### config.mk
export PLATFORM = sky130hd
export DESIGN_NAME = tsu_drain_sched
export DESIGN_NICKNAME = d
export VERILOG_FILES = /design/src/rtl/tsu_drain_pkg.sv /design/src/rtl/tsu_drain_sched_rr_arb8.sv /design/src/rtl/tsu_drain_sched.sv
export SDC_FILE = /design/constraint.sdc
export NUM_CORES = 1
export LEC_CHECK = 0
export BUFFER_PORTS_ARGS = -buffer_cell sky130_fd_sc_hd__buf_2
export CELL_PAD_IN_SITES_DETAIL_PLACEMENT = 1
export CELL_PAD_IN_SITES_GLOBAL_PLACEMENT = 2
export CORE_AREA = 2 2 487 489
export DETAILED_ROUTE_END_ITERATION = 8
export DIE_AREA = 0 0 489 491
export PLACE_DENSITY_LB_ADDON = 0.15
export SLEW_MARGIN = 20
export SYNTH_ARGS = -nofsm -noshare
export SYNTH_HDL_FRONTEND = slang
export SYNTH_SLANG_ARGS = --single-unit
### constraint.sdc
create_clock -name clk -period 3.05 [get_ports clk]
set_clock_uncertainty 0.1 [all_clocks]
set_input_delay 0.61 -clock clk [delete_from_list [all_inputs] [get_ports clk]]
set_output_delay 0.61 -clock clk [all_outputs]
set_load 0.05 [all_outputs]
### src/rtl/tsu_drain_pkg.sv
// Shared definitions for the PTP timestamp-queue drain scheduler:
// FSM state encoding, queue count, holdoff counter width and the
// queue-index to stream-tag mapping.
package tsu_drain_pkg;

  localparam int NUM_Q  = 8;
  localparam int HOLD_W = 4;

  typedef enum logic [1:0] {
    IDLE = 2'd0,
    RD   = 2'd1,
    CAP  = 2'd2,
    OUT  = 2'd3
  } state_t;

  // Queues 0-3 are TX ports 0-3, queues 4-7 are RX ports 0-3.
  // Tag is {dir (1 = TX), port[1:0]}.
  function automatic logic [2:0] q_to_tag(input logic [2:0] q);
    return {~q[2], q[1:0]};
  endfunction

endpackage

### src/rtl/tsu_drain_sched_rr_arb8.sv
// Combinational 8-way round-robin pick: the first requesting index
// strictly after the last-grant pointer, wrapping 7 -> 0.
module rr_arb8
  import tsu_drain_pkg::*;
(
  input  logic [NUM_Q-1:0] req_i,
  input  logic [2:0]       last_i,
  output logic [2:0]       gnt_o,
  output logic             gnt_vld_o
);

  logic [2:0] idx;

  // Scan last+1 .. last+8; the first hit wins.
  always_comb begin
    gnt_o     = '0;
    gnt_vld_o = 1'b0;
    idx       = '0;
    for (int i = 1; i <= NUM_Q; i++) begin
      idx = last_i + 3'(i);
      if (!gnt_vld_o && req_i[idx]) begin
        gnt_o     = idx;
        gnt_vld_o = 1'b1;
      end
    end
  end

endmodule

### src/rtl/tsu_drain_sched.sv
// Drains the eight PTP timestamp queues (4 TX, 4 RX) into one tagged
// AXI-Stream, one entry per IDLE->RD->CAP->OUT pass.
// Optional feature macro: TSU_DRAIN_TX_PRIO_EN gives TX queues strict
// priority over RX, with separate round-robin pointers per group.
//
// Output handshake: m_tdata/m_tuser are held stable while m_tvalid=1 and
// a transfer happens on the first cycle where m_tvalid and m_tready are
// both high; m_tready may rise before m_tvalid.
module tsu_drain_sched
  import tsu_drain_pkg::*;
#(
  parameter int NUM_PORTS = 4,
  parameter int HOLDOFF   = 4,
  parameter int DATA_W    = 128
) (
  input  logic                        clk,
  input  logic                        rst,
  input  logic                        en,
  input  logic [8*NUM_PORTS-1:0]      tx_q_stat_flat,
  input  logic [8*NUM_PORTS-1:0]      rx_q_stat_flat,
  input  logic [DATA_W*NUM_PORTS-1:0] tx_q_data_flat,
  input  logic [DATA_W*NUM_PORTS-1:0] rx_q_data_flat,
  output logic [NUM_PORTS-1:0]        tx_q_rd_en,
  output logic [NUM_PORTS-1:0]        rx_q_rd_en,
  output logic [DATA_W-1:0]           m_tdata,
  output logic [2:0]                  m_tuser,
  output logic                        m_tvalid,
  input  logic                        m_tready,
  output logic [31:0]                 drained_cnt,
  output logic                        busy,
  output logic [1:0]                  dbg_state
);

  state_t              state_q, state_d;
  logic [2:0]          grant_q, grant_d;
  logic [DATA_W-1:0]   m_tdata_q, m_tdata_d;
  logic [2:0]          m_tuser_q, m_tuser_d;
  logic                m_tvalid_q, m_tvalid_d;
  logic [31:0]         cnt_q, cnt_d;
  logic [HOLD_W-1:0]   hold_q [NUM_Q];
  logic [HOLD_W-1:0]   hold_d [NUM_Q];
  logic [NUM_Q-1:0]    req;
  logic [DATA_W-1:0]   tx_data [NUM_PORTS];
  logic [DATA_W-1:0]   rx_data [NUM_PORTS];
  logic [2:0]          pick;
  logic                pick_vld;
  logic                hs;
  logic                unused_stat;

  // Only bit 0 of each status byte carries meaning.
  assign unused_stat = ^{tx_q_stat_flat, rx_q_stat_flat};

  // Eligibility per queue and unpacking of the flat data buses.
  always_comb begin
    req = '0;
    for (int p = 0; p < NUM_PORTS; p++) begin
      req[p]             = tx_q_stat_flat[8*p] && (hold_q[p] == '0);
      req[NUM_PORTS + p] = rx_q_stat_flat[8*p] && (hold_q[NUM_PORTS + p] == '0);
      tx_data[p]         = tx_q_data_flat[p*DATA_W +: DATA_W];
      rx_data[p]         = rx_q_data_flat[p*DATA_W +: DATA_W];
    end
  end

  assign hs = (state_q == OUT) && m_tvalid_q && m_tready;

`ifdef TSU_DRAIN_TX_PRIO_EN
  logic [2:0] tx_last_q, rx_last_q;
  logic [2:0] tx_gnt, rx_gnt;
  logic       tx_vld, rx_vld;

  rr_arb8 u_arb_tx (
    .req_i     ({4'b0000, req[3:0]}),
    .last_i    (tx_last_q),
    .gnt_o     (tx_gnt),
    .gnt_vld_o (tx_vld)
  );

  rr_arb8 u_arb_rx (
    .req_i     ({req[7:4], 4'b0000}),
    .last_i    (rx_last_q),
    .gnt_o     (rx_gnt),
    .gnt_vld_o (rx_vld)
  );

  assign pick     = tx_vld ? tx_gnt : rx_gnt;
  assign pick_vld = tx_vld | rx_vld;

  // Per-group pointers; reset values make queue 0 / queue 4 first.
  always_ff @(posedge clk) begin
    if (rst) begin
      tx_last_q <= 3'd3;
      rx_last_q <= 3'd7;
    end else if (hs) begin
      if (grant_q[2]) rx_last_q <= grant_q;
      else            tx_last_q <= grant_q;
    end
  end
`else
  logic [2:0] last_q;

  rr_arb8 u_arb (
    .req_i     (req),
    .last_i    (last_q),
    .gnt_o     (pick),
    .gnt_vld_o (pick_vld)
  );

  // Single ring pointer; reset to 7 so queue 0 is served first.
  always_ff @(posedge clk) begin
    if (rst)     last_q <= 3'd7;
    else if (hs) last_q <= grant_q;
  end
`endif

  // Next-state and datapath for the drain FSM.
  always_comb begin
    state_d    = state_q;
    grant_d    = grant_q;
    m_tdata_d  = m_tdata_q;
    m_tuser_d  = m_tuser_q;
    m_tvalid_d = m_tvalid_q;
    cnt_d      = cnt_q;
    case (state_q)
      IDLE: begin
        if (en && pick_vld) begin
          grant_d = pick;
          state_d = RD;
        end
      end
      RD: state_d = CAP;
      CAP: begin
        m_tdata_d  = grant_q[2] ? rx_data[grant_q[1:0]] : tx_data[grant_q[1:0]];
        m_tuser_d  = q_to_tag(grant_q);
        m_tvalid_d = 1'b1;
        state_d    = OUT;
      end
      OUT: begin
        if (hs) begin
          m_tvalid_d = 1'b0;
          cnt_d      = cnt_q + 32'd1;
          state_d    = IDLE;
        end
      end
      default: state_d = IDLE;
    endcase
  end

  // Holdoff counters tick down every cycle; the just-drained queue reloads.
  always_comb begin
    for (int i = 0; i < NUM_Q; i++) begin
      hold_d[i] = (hold_q[i] != '0) ? hold_q[i] - HOLD_W'(1) : hold_q[i];
    end
    if (hs) hold_d[grant_q] = HOLD_W'(HOLDOFF);
  end

  // State and datapath registers.
  always_ff @(posedge clk) begin
    if (rst) begin
      state_q    <= IDLE;
      grant_q    <= '0;
      m_tdata_q  <= '0;
      m_tuser_q  <= '0;
      m_tvalid_q <= 1'b0;
      cnt_q      <= '0;
      for (int i = 0; i < NUM_Q; i++) hold_q[i] <= '0;
    end else begin
      state_q    <= state_d;
      grant_q    <= grant_d;
      m_tdata_q  <= m_tdata_d;
      m_tuser_q  <= m_tuser_d;
      m_tvalid_q <= m_tvalid_d;
      cnt_q      <= cnt_d;
      for (int i = 0; i < NUM_Q; i++) hold_q[i] <= hold_d[i];
    end
  end

  // The read pulse is the RD state itself, so it lasts exactly one cycle.
  assign tx_q_rd_en  = (state_q == RD && !grant_q[2]) ? (NUM_PORTS'(1) << grant_q[1:0]) : '0;
  assign rx_q_rd_en  = (state_q == RD &&  grant_q[2]) ? (NUM_PORTS'(1) << grant_q[1:0]) : '0;
  assign m_tdata     = m_tdata_q;
  assign m_tuser     = m_tuser_q;
  assign m_tvalid    = m_tvalid_q;
  assign drained_cnt = cnt_q;
  assign busy        = (state_q != IDLE);
  assign dbg_state   = state_q;

endmodule

### Yosys cells after proc, flatten, opt, wreduce, memory -nomap -nowiden

Memory sizes are Yosys's and may differ from the RTL's.
Index checks and enable logic that the tools add are counted.

* bits of input ports: 1092
* register bits after elaboration: 172
* memories: 1
* output and inout bits: 175
* bits in writable memories: 32

Memory list
* hold_q: words 8, width 4, read ports 8, clocked after memory_dff 0, wr ports 8, RTL line tsu_drain_sched.sv:40 `logic [HOLD_W-1:0] hold_q [NUM_Q];`

* mux-type cells: 68
* shifts and indexed selects: 1
* add/subtract/negate cells: 16
* bitwise gates (word level): 14
* equality and inequality tests: 5
* reduce and logical (&&, ||, !) cells: 52
* magnitude comparators: 11

Operators with widths (number)
* $mux W128: 5
* $bmux W128 S2: 2
* $mux W4: 19
* $add A32 B1 Y32 const B: 1
* $logic_not A4 Y1: 8
* $lt A3 B4 Y1 const B: 8
* $mux W32: 1
* $reduce_bool A4 Y1: 8
* $sub A4 B1 Y4 const B: 8
* $and A24 B24 Y24: 1
* $bmux W1 S3: 8
* $mux W3: 8
* $not A24 Y24: 1
* $logic_and A1 B1 Y1: 21
* $mux W1: 20
* $add A3 B3 Y3 const B: 4
* $demux W4 S3: 1
* $logic_not A1 Y1: 8
* $or A1 B1 Y1: 8
* $or A8 B8 Y8: 1
* $pmux W2 S4: 1
* $reduce_and A2 Y1: 4
* $add A3 B2 Y3 const B: 2
* $eq A2 B2 Y1 const B: 2
* other kinds (14): 17

### Logic depth before layout (Yosys ltp)

Gate-level depths: netlist of run 1.

* depth after elaboration: 29
* depth in mapped cells: 12
* mapped depth without buffers: 10

### Cells and area by module

From an unflattened synthesis of run 1, not the netlist that was laid out.

* cells, all modules: 1439
* area, all modules: 16156.7 um^2

Modules (own cells, without submodules)
* tsu_drain_sched: cells each 1334, instances 1, area each 15203.3 um^2
* rr_arb8: cells each 105, instances 1, area each 953.4 um^2

### Least setup slack after synthesis of run 1

OpenSTA, ideal clock, no wires.

* kind: flip-flop to output port
* start point: reg grant_q[2]
* end point: out rx_q_rd_en[0]
* setup slack: 0.063 ns
* stages on the path, launching flop included: 5
* buffers on the path: 2
* arrival: 2.277 ns
* cells stage by stage: dfxtp_1 > clkbuf_1 > clkbuf_1 > nand2_1 > nor3_1

* cells in the longest elaborated chain, start to end: 2

RTL lines
* start: declaration: RTL line tsu_drain_sched.sv:35 `logic [2:0] grant_q, grant_d;`
* start signal: assignment: RTL line tsu_drain_sched.sv:168 `grant_q <= grant_d;`
* $logic_and A1 B1 Y1: RTL line tsu_drain_sched.sv:179 `assign rx_q_rd_en = (state_q == RD && grant_q[2]) ? (NUM_PORTS'(1) << grant_q[1:0]) : '0;`
* $mux W4: RTL line tsu_drain_sched.sv:179
* end: declaration: RTL line tsu_drain_sched.sv:24 `output logic [NUM_PORTS-1:0] rx_q_rd_en,`

Every way passes these cells.

==> key figures, run 1 <==
Critical path
  • Crit-path cells: inv_2 -> ha_4 -> nor4bb_1 -> buf_4 -> mux4_2 -> buf_4 -> mux2_2 -> nor2b_4 -> buf_4 -> a31oi_2 -> or3b_4 -> o311ai_4
  • CP Capture Type: flop
  • CP max stage delay: 0.51 ns
  • Crit path launch type: flop
  • Buffers and inverters on the worst path: 4
  • Critical path's slowest cell: mux4_2
  • Crit-path max FO: 5
  • Delay-heaviest family, CP: multiplexers
  • Critical path class: reg -> reg
  • CP dominant cell by count: buf_4
  • Crit path required time: 3.43 ns
  • Worst Path Arrival: 3.32 ns

Clock tree
  • CTS tree: done
  • Clock-pin slew on the worst setup and hold paths: 0.06 ns
  • CTS root buf: clkbuf_16
  • Clock latency on the worst-skew pair: 0.61 ns
  • CTS buffer count: 36
  • Clock sinks: 204
  • Hold_buf cts: 0
  • CTS max path bufs: 3
  • H-tree level count: 2

STA
  • Max Slew Vio Count: 0
  • Worst Tran Pin Value: 0.826 ns
  • Crit share post-route: 0.963
  • Post-route minimum period: 2.94 ns
  • Endpoints failing hold: 0
  • Rel. slew slack: 0.449
  • Max Fclk: 0.340 GHz
  • Setup violators final: 0
  • Aggregate negative setup slack: 0 ns

Layout
  • Register Area: 4110 sq um
  • Net count, final: 3768
  • Filler cells: 27600
  • Most frequent cells in the layout: buf_2 (1209), mux4_2 (262), nor2_1 (206)
  • Commonest non-fill, non-tap cell in the layout: buf_2
  • Area grow syn2layout: 74.9%
  • Share of post-route cells with drive strength above 1: 0.635
  • Post-route insts no fill: 5865
  • Multi-input logic area: 11700 sq um

Floorplanning
  • Die width: 489 microns
  • Initial Utilization: 0.0689
  • Row count: 178
  • Die Ht: 491 microns
  • Total die area: 240000 sq um
  • I/O pins: 1267
  • Core box area: 235000 sq um

Place
  • Number of port buffers: 1210
  • RD Place Congestion: 0.843
  • Placed cells: 5754
  • HPWL reported at the end of detailed placement: 126 mm

Yosys
  • Area leader, netlist: mux4_2
  • Netlist cell types: 62
  • Share of the synthesized area in the top cell type: 0.365
  • Yosys warns: 0
  • Seq cells post-synth: 204
  • Synthesized Nets: 2545
  • Seq/Total Area, Yosys: 0.253
  • EDFF count, synth: 0
  • Post-synthesis instance total: 1429
  • Synth area leaders: mux4_2 (37%), dfxtp_1 (25%), mux2i_1 (8.7%)
  • Most used DFF post-synth: dfxtp_1
  • Syn Area/Cell: 11.3 sq um
  • Synthesized area: 16100 sq um
  • Post-synth ARST share: 0

GRT
  • Largest net degree at the start of global routing: 129
  • First-pass GRT wire length: 190 mm
  • Vias in the first global route: 19700
  • Initial antenna violation count: 130
  • All-Layer GR Usage: 0.117
  • GR Overflow Total: 0

Outcome
  • Outcome: finished, final reports clean

Route
  • Top routing layer in use: met5
  • Routed met3 length: 11.6 mm
  • Vias per std cell: 3.11
  • 1st-iter DRT viols: 819
  • Wire length on met2: 72.7 mm
  • Detailed Routing Iterations Pass 1: 5
  • DRT met1 WL: 58.5 mm
  • Final ANT Viol Nets: 0
  • Vias: 18300
  • Final wirelength: 146 mm
  • WL per Instance: 24.9 microns
  • Drt drc: 0

Power and ir drop
  • Max IR drop VDD: 0.000323 V
  • Clock Power Share: 0.183
  • Seq pwr share: 0.166
  • Net Switching: 11.1 mW
  • Logic gate share of total power: 0.651
  • P_int: 12.3 mW
  • Power per cell area: 830 nW/um^2
  • Net Sw Frac: 0.475
  • Leak: 10.8 nW

Min path
  • Hold crit path type: in -> reg

Run
  • Max Cap Viol: 0
worst reg2reg max path, delay by kind of cell, from the launching register on:
| kind | cells | cell delay [ns] |
|---|---|---|
| fa+ha+maj | 1 | 0.16 |
| mux | 2 | 0.83 |
| compound gates | 2 | 0.20 |
| flops | 1 | 0.34 |
| simple gates | 3 | 0.69 |
| buf+inv | 4 | 0.49 |
final cells by class:
type,count,share of cell area
inverters,25,0.00332
well taps,3150,0.140
flip-flops and latches,204,0.145
clock buffers,54,0.0379
multi-input cells,1066,0.415
diodes,39,0.00346
clock inverters,8,0.00350
repair buffers,1319,0.252
cells by family (layout without fill, tap and decap cells):
family                     Yosys count  in the layout  synth area share
muxes                              407            407             0.456
and+or+nand+nor                    390            390             0.119
AOI/OAI and AO/OA                  211            211            0.0946
DFF                                204            204             0.253
buffers and inverters              159           1406            0.0399
xor gates and xnor gates            34             34            0.0184
adders and majority gates           24             24            0.0186
other                                0             39                 0
path summary, 6_finish.rpt:
check	to	slack, ns	cells after the start	from
hold reg to reg	m_tdata[90]	0.38	2	m_tdata[90]
setup / recovery	grant_q[1]	0.11	12	hold_q[0][9]
hold / removal	m_tvalid	0.26	4	m_tready
setup reg to reg	grant_q[1]	0.11	12	hold_q[0][9]
synthesized netlist by cell type, types with 3 or more instances:
cell	instances
a2111oi_0	6
a211oi_1	135
a21oi_1	26
a22o_1	3
a31oi_1	3
and3_1	6
buf_1	23
buf_2	23
clkbuf_1	85
dfxtp_1	204
ha_1	24
inv_1	23
mux2_2	3
mux2i_1	141
mux4_2	262
nand2_1	36
nand2b_1	21
nand3_1	10
nand4_1	10
nand4bb_1	8
nor2_1	206
nor2b_1	15
nor3_1	33
nor3b_1	7
nor4bb_1	4
nor4bb_2	4
o21ai_0	12
o21ai_1	3
or2_2	3
or3_1	16
xnor2_1	14
xor2_1	20
flip-flops by register name (all words and copies together) (netlist names):
name	flops
hold_q	32
m_tvalid	1
last_q	3
drained_cnt	32
grant_q	3
m_tuser	3
dbg_state	2
m_tdata	128
routing by layer:
metal | track usage | up-vias
li1 | - | 8200
met1 | 0.140 | 9048
met2 | 0.205 | 729
met3 | 0.0374 | 216
met4 | 0.0222 | 68
met5 | 0 | -
stage by stage:
stage | setup slack (ns) | cell area [sq um] | utilization | hold slack (ns) | power [mW]
after floorplan | 0.0629 | 16100 | - | 0.385 | 13.1
after detailed placement | -0.162 | 26600 | 0.113 | 0.377 | 19.3
after global routing | -0.00927 | 28200 | 0.120 | 0.221 | 25.2
after global placement | -0.177 | 26600 | 0.113 | 0.371 | 19.3
final | 0.113 | 28200 | 0.120 | 0.257 | 23.4
after CTS | 0.00505 | 27900 | 0.119 | 0.165 | 24.1
power by group through the flow:
stage | clock, mW | combinational [mW] | sequential, mW
CTS | 4.64 | 15.5 | 3.88
floorplan | 0 | 7.84 | 5.28
detailed placement | 0 | 15.4 | 3.91
global placement | 0 | 15.4 | 3.91
finish | 4.30 | 15.3 | 3.89
global route | 4.68 | 16.5 | 4.00
timing repair:
item / in CTS / in global routing
setup buffers: 5 / 6
setup endpoints to repair: 3 / 5
resized for setup: 14 / 40
pin swaps: 2 / 9
(Power assumes the default switching activity.)
==> inputs of run 2 (changes only) <==
--- a/config.mk
+++ b/config.mk
@@ -8,10 +8,10 @@
 export BUFFER_PORTS_ARGS = -buffer_cell sky130_fd_sc_hd__buf_2
 export CELL_PAD_IN_SITES_DETAIL_PLACEMENT = 1
 export CELL_PAD_IN_SITES_GLOBAL_PLACEMENT = 2
-export CORE_AREA = 2 2 487 489
+export CORE_AREA = 2 2 493 495
 export DETAILED_ROUTE_END_ITERATION = 8
-export DIE_AREA = 0 0 489 491
-export PLACE_DENSITY_LB_ADDON = 0.15
+export DIE_AREA = 0 0 495 497
+export PLACE_DENSITY = 0.34
 export SLEW_MARGIN = 20
 export SYNTH_ARGS = -nofsm -noshare
 export SYNTH_HDL_FRONTEND = slang
==> constraint.sdc (replaced) <==
create_clock -name clk -period 3.3 [get_ports clk]
set_clock_uncertainty 0.1 [all_clocks]
set_input_delay 0.66 -clock clk [delete_from_list [all_inputs] [get_ports clk]]
set_output_delay 0.66 -clock clk [all_outputs]
set_load 0.05 [all_outputs]
==> run 2 against run 1 <==
  * Routed wire length increased by 11%
  * Largest power group unchanged
  * Count of clock-buffer cells in the layout decreased by 1
  * Maximum frequency decreased by 5.5%
  * Combinational power decreased by 11%
  * Worst hold slack improved by 0.048 ns
  * Final area decreased by 1.7%
  * Core utilization decreased by 0.48 points
  * Cell count increased by 0.53%
  * Register-to-register slack improved by 0.08 ns
==> key figures, run 2 (same netlist as run 1, synthesis figures left out) <==
Outcome
  • Outcome: finished, final reports clean

Power and ir drop
  • Pwr Total: 21.2 mW
  • Logic gate share of total power: 0.645
  • P_int: 10.9 mW
  • Power per cell area: 762 nW/um^2
  • Clock Power Share: 0.185
  • Seq pwr share: 0.170
  • Net Sw Frac: 0.486
  • Leak: 10.6 nW
  • Max IR drop VDD: 0.000349 V
  • Net Switching: 10.3 mW

Critical path
  • Worst flop-to-flop path startpoint: hold_q[0][0]
  • Critical path class: reg -> reg
  • Crit-path cells: inv_1 -> ha_1 -> nor4bb_2 -> buf_4 -> mux4_2 -> mux2i_4 -> nand2b_4 -> a211oi_4 -> buf_4 -> nand2_1 -> o311ai_1 -> a21oi_1
  • Crit path launch type: flop
  • Reg2reg setup slack: 0.19 ns
  • CP max stage delay: 0.56 ns
  • Critical path's slowest cell: mux4_2
  • Worst Path Arrival: 3.48 ns
  • Crit path required time: 3.67 ns
  • Reg-to-reg endpoint: grant_q[2]
  • Worst r2r path cells: 12
  • CP dominant cell by count: buf_4
  • Crit-path max FO: 5
  • CP Capture Type: flop

Layout
  • Area grow syn2layout: 71.9%
  • Share of post-route cells with drive strength above 1: 0.614
  • Max reg flops: 128
  • Net count, final: 3729
  • Post-route cell area: 27800 sq um
  • Post-layout util: 0.116
  • Most frequent cells in the layout: buf_2 (1209), mux4_2 (262), nor2_1 (206)
  • Multi-input logic area: 11400 sq um
  • Register Area: 4100 sq um
  • Post-route insts no fill: 5896
  • Filler cells: 28600
  • Commonest non-fill, non-tap cell in the layout: buf_2

STA
  • RSZ-0062 raised after global routing: no
  • Aggregate negative setup slack: 0 ns
  • Crit share post-route: 0.942
  • Post-route minimum period: 3.11 ns
  • Endpoints failing hold: 0
  • Worst Tran Pin Value: 1.01 ns
  • Setup violators final: 0
  • Max Slew Vio Count: 0
  • Rel. slew slack: 0.327
  • Max Fclk: 0.322 GHz

GRT
  • First-pass GRT wire length: 208 mm
  • Largest net degree at the start of global routing: 82
  • Vias in the first global route: 19800
  • All-Layer GR Usage: 0.128
  • Initial antenna violation count: 187
  • GR Overflow Total: 0

Place
  • Placed Area: 26400 sq um
  • RD Place Congestion: 0.917
  • HPWL reported at the end of detailed placement: 144 mm
  • Placed cells: 5761
  • Number of port buffers: 1210

Route
  • Final wirelength: 163 mm
  • WL per Instance: 27.6 microns
  • Detailed Routing Iterations Pass 1: 5
  • Final ANT Viol Nets: 0
  • Drt drc: 0
  • 1st-iter DRT viols: 1050
  • Vias per std cell: 3.18
  • Vias: 18700

Floorplanning
  • Initial Utilization: 0.0673
  • Core box area: 240000 sq um
  • Die width: 495 microns
  • Total die area: 246000 sq um
  • I/O pins: 1267
  • Die Ht: 497 microns
  • Row count: 180

Clock tree
  • Hold_buf cts: 0
  • CTS max path bufs: 3
  • CTS buffer count: 35
  • Postcts setup bufs: 0
  • Clock-pin slew on the worst setup and hold paths: 0.06 ns
  • Clock latency on the worst-skew pair: 0.61 ns
  • CTS root buf: clkbuf_16
  • CTS tree: done
  • Clock sinks: 204
  • H-tree level count: 2
  • Post-cts resize count: 0

Min path
  • Hold_sp: m_tready
  • Hold EP: m_tvalid
  • Hold Crit Depth: 4
  • Hold crit path type: in -> reg

Run
  • Max Cap Viol: 0
run 2: cell count changes in the layout (fill, tap and decap cells not counted), sizes merged:
cell | before | now
clkinvlp | 0 | 1
clkbuf | 54 | 53
diode | 39 | 73
buf | 1319 | 1281
clkinv | 7 | 4
inv | 25 | 28
run 2: worst max path at each step:
stage	startpoint	endpoint	slack, ns	depth (start not counted)
after global routing	hold_q[1][8]	grant_q[1]	0.03	9
after global placement	rx_q_stat_flat[0]	grant_q[1]	0.02	8
after CTS	hold_q[0][0]	grant_q[1]	0.18	11
after floorplan	grant_q[2]	rx_q_rd_en[0]	0.26	4
final	hold_q[0][0]	grant_q[2]	0.19	12
after detailed placement	rx_q_stat_flat[0]	grant_q[1]	0.008	8
run 2: layout make-up:
cell class / instances / share of cell area
Tap cell: 3185 / 0.144
Antenna cell: 73 / 0.00658
Sequential cell: 204 / 0.148
Multi-Input combinational cell: 1066 / 0.412
Clock inverter: 9 / 0.00302
Clock buffer: 53 / 0.0384
Inverter: 25 / 0.00338
Timing Repair Buffer: 1281 / 0.246
run 2: worst max-delay path: cells and delay by family (launching register included):
family / cells / cell delay (ns)
AO/OA/AOI/OAI: 3 / 0.70
adder cells (fa/ha/maj): 1 / 0.24
buffers and inverters: 3 / 0.44
flip-flops: 1 / 0.36
multiplexers: 2 / 0.81
AND/OR/NAND/NOR: 3 / 0.34
run 2: layer usage:
layer / vias to the layer above / routed length [microns] / part of all wire / track usage
li1: 8155 / - / - / -
met1: 9295 / 64300 / 0.40 / 0.152
met2: 898 / 78900 / 0.49 / 0.222
met3: 304 / 15200 / 0.093 / 0.0448
met4: 70 / 3790 / 0.023 / 0.0241
met5: - / 459 / 0.0028 / 0
run 2: power groups by stage:
stage	Clock, mW	Combinational [mW]	Sequential [mW]
after floorplan	0	7.25	4.88
after global placement	0	14.1	3.66
after detailed placement	0	14.1	3.67
after CTS	4.18	14.1	3.62
after global routing	4.23	14.7	3.71
final	3.91	13.6	3.60
run 2: stage by stage:
step	hold WS, ns	worst slack, ns
3_3_place_gp	0.369	0.0239
4_1_cts	0.231	0.183
5_1_grt	0.289	0.0259
6_report	0.306	0.191
2_1_floorplan	0.385	0.263
3_5_place_dp	0.378	0.00790
==> inputs of run 3 (changes only) <==
--- a/config.mk
+++ b/config.mk
@@ -5,13 +5,13 @@
 export SDC_FILE = /design/constraint.sdc
 export NUM_CORES = 1
 export LEC_CHECK = 0
-export BUFFER_PORTS_ARGS = -buffer_cell sky130_fd_sc_hd__buf_2
 export CELL_PAD_IN_SITES_DETAIL_PLACEMENT = 1
 export CELL_PAD_IN_SITES_GLOBAL_PLACEMENT = 2
-export CORE_AREA = 2 2 493 495
+export CORE_AREA = 2 2 488 490
 export DETAILED_ROUTE_END_ITERATION = 8
-export DIE_AREA = 0 0 495 497
-export PLACE_DENSITY = 0.34
+export DIE_AREA = 0 0 490 492
+export DONT_BUFFER_PORTS = 1
+export PLACE_DENSITY = 0.3
 export SLEW_MARGIN = 20
 export SYNTH_ARGS = -nofsm -noshare
 export SYNTH_HDL_FRONTEND = slang
==> run 3 against run 2 <==
  * Count of clock-buffer cells in the layout is 1 lower
  * Combinational power is 21% lower
  * Maximum frequency is 0.27% lower
  * Final area is 21% lower
  * Register-to-register slack hardly changed
  * Cell count is 20% lower
  * Routed wire length is 15% lower
  * Largest power group unchanged
  * Global-route usage is 1.8 points lower
==> key figures, run 3 (same netlist as run 1, synthesis figures left out) <==
Route
  • Final wirelength: 139 mm
  • Drt drc: 0
  • WL per Instance: 29.6 microns
  • Vias per std cell: 3.15
  • Vias: 14800
  • Final ANT Viol Nets: 0
  • Detailed Routing Iterations Pass 1: 5
  • 1st-iter DRT viols: 1036

Power and ir drop
  • Logic gate share of total power: 0.528
  • Net Sw Frac: 0.483
  • Max IR drop VDD: 0.000405 V
  • Clock Power Share: 0.211
  • Power per cell area: 924 nW/um^2
  • P_int: 10.5 mW
  • Leak: 5.72 nW
  • Net Switching: 9.80 mW
  • Seq pwr share: 0.262

Floorplanning
  • Die Ht: 492 microns
  • Total die area: 241000 sq um
  • Row count: 179
  • Initial Utilization: 0.0683
  • Core box area: 236000 sq um
  • Die width: 490 microns
  • I/O pins: 1267

Clock tree
  • CTS buffer count: 36
  • Clock latency on the worst-skew pair: 0.62 ns
  • Clock sinks: 204
  • Clock-pin slew on the worst setup and hold paths: 0.05 ns
  • CTS max path bufs: 3
  • CTS tree: done
  • H-tree level count: 2
  • CTS root buf: clkbuf_16

Place
  • RD Place Congestion: 0.941
  • HPWL reported at the end of detailed placement: 121 mm
  • Placed Area: 20400 sq um
  • Number of port buffers: 0
  • Placed cells: 4551

STA
  • Rel. slew slack: 0.340
  • Endpoints failing hold: 0
  • Setup violators final: 0
  • RSZ-0062 raised after global routing: no
  • Post-route minimum period: 3.12 ns
  • Worst Tran Pin Value: 0.990 ns
  • Aggregate negative setup slack: 0 ns
  • Max Slew Vio Count: 0
  • Crit share post-route: 0.945
  • Max Fclk: 0.321 GHz

Layout
  • Commonest non-fill, non-tap cell in the layout: mux4_2
  • Filler cells: 27600
  • Post-route cell area: 21900 sq um
  • Multi-input logic area: 11500 sq um
  • Area grow syn2layout: 35.9%
  • Register Area: 4100 sq um
  • Max reg flops: 128
  • Post-route insts no fill: 4692
  • Share of post-route cells with drive strength above 1: 0.307
  • Most frequent cells in the layout: mux4_2 (262), nor2_1 (203), dfxtp_1 (197)
  • Net count, final: 2542

GRT
  • Largest net degree at the start of global routing: 178
  • First-pass GRT wire length: 173 mm
  • Initial antenna violation count: 199
  • GR Overflow Total: 0
  • All-Layer GR Usage: 0.110
  • Vias in the first global route: 14900

Min path
  • Hold crit path type: in -> reg

Critical path
  • CP Capture Type: flop
  • Crit-path max FO: 8
  • Crit path launch type: flop
  • Worst Path Arrival: 3.48 ns
  • Crit path required time: 3.66 ns
  • Critical path class: reg -> reg

Outcome
  • Outcome: finished, final reports clean

Run
  • Max Cap Viol: 0
==> run 3: changes by cell type in the layout (fill, tap and decap cells not counted), sizes merged <==
cell,delta
buf,-1188
inv,-1
diode,-2
bufinv,+4
clkinv,-1
clkinvlp,+3
clkbuf,-1
==> run 3: power groups by stage <==
stage	combinational [mW]	sequential (mW)	clock (mW)
floorplan	7.25	4.88	0
CTS	10.9	5.38	4.56
global route	11.5	5.41	4.60
global placement	10.6	5.41	0
detailed placement	10.9	5.43	0
finish	10.7	5.31	4.28
==> run 3: final timing paths <==
kind,to,from,slack [ns],cells after the start
setup reg to reg,dbg_state[1],hold_q[0][0],0.18,12
hold reg to reg,hold_q[0][1],hold_q[0][1],0.41,2
hold / removal,m_tdata[55],rst,0.12,1
setup / recovery,dbg_state[1],hold_q[0][0],0.18,12
==> run 3: layer usage <==
metal / track usage / routed length (microns)
met1: 0.122 / 51900
met2: 0.173 / 62500
met3: 0.0655 / 18500
met4: 0.0365 / 5260
met5: 0 / 635
==> run 3: area by class of cell <==
cell class / instances / share of cell area
Antenna cell: 71 / 0.00809
Clock buffer: 52 / 0.0475
Clock inverter: 14 / 0.0107
Inverter: 25 / 0.00428
Multi-Input combinational cell: 1066 / 0.523
Sequential cell: 204 / 0.187
Tap cell: 3167 / 0.181
Timing Repair Buffer: 93 / 0.0396
==> run 3: critical path: stages, from the launching register on <==
cell      delay [ns]
dfxtp_2         0.34
inv_1           0.06
ha_1            0.24
nor4bb_2        0.18
buf_4           0.16
mux4_2          0.52
mux2i_4         0.20
nand2b_4        0.10
a211oi_4        0.46
a41oi_2         0.17
buf_4           0.18
mux2i_2         0.18
nor2_1          0.06
==> run 3: what timing repair did <==
action / CTS / global route
setup buffers: 0 / 3
setup endpoints to repair: 0 / 3
gates resized for setup: 0 / 7
hold buffers: 1 / 0
endpoints found under the hold margin: 26 / 0
==> run 3: stage by stage <==
step	worst slack (ns)	util	hold slack (ns)	power [mW]
3_3_place_gp	0.112	0.0865	0.397	16.0
5_1_grt	0.00822	0.0923	0.0383	21.6
2_1_floorplan	0.263	-	0.385	12.1
3_5_place_dp	0.0921	0.0865	0.401	16.3
6_report	0.183	0.0929	0.117	20.3
4_1_cts	0.0417	0.0919	0.0159	20.8
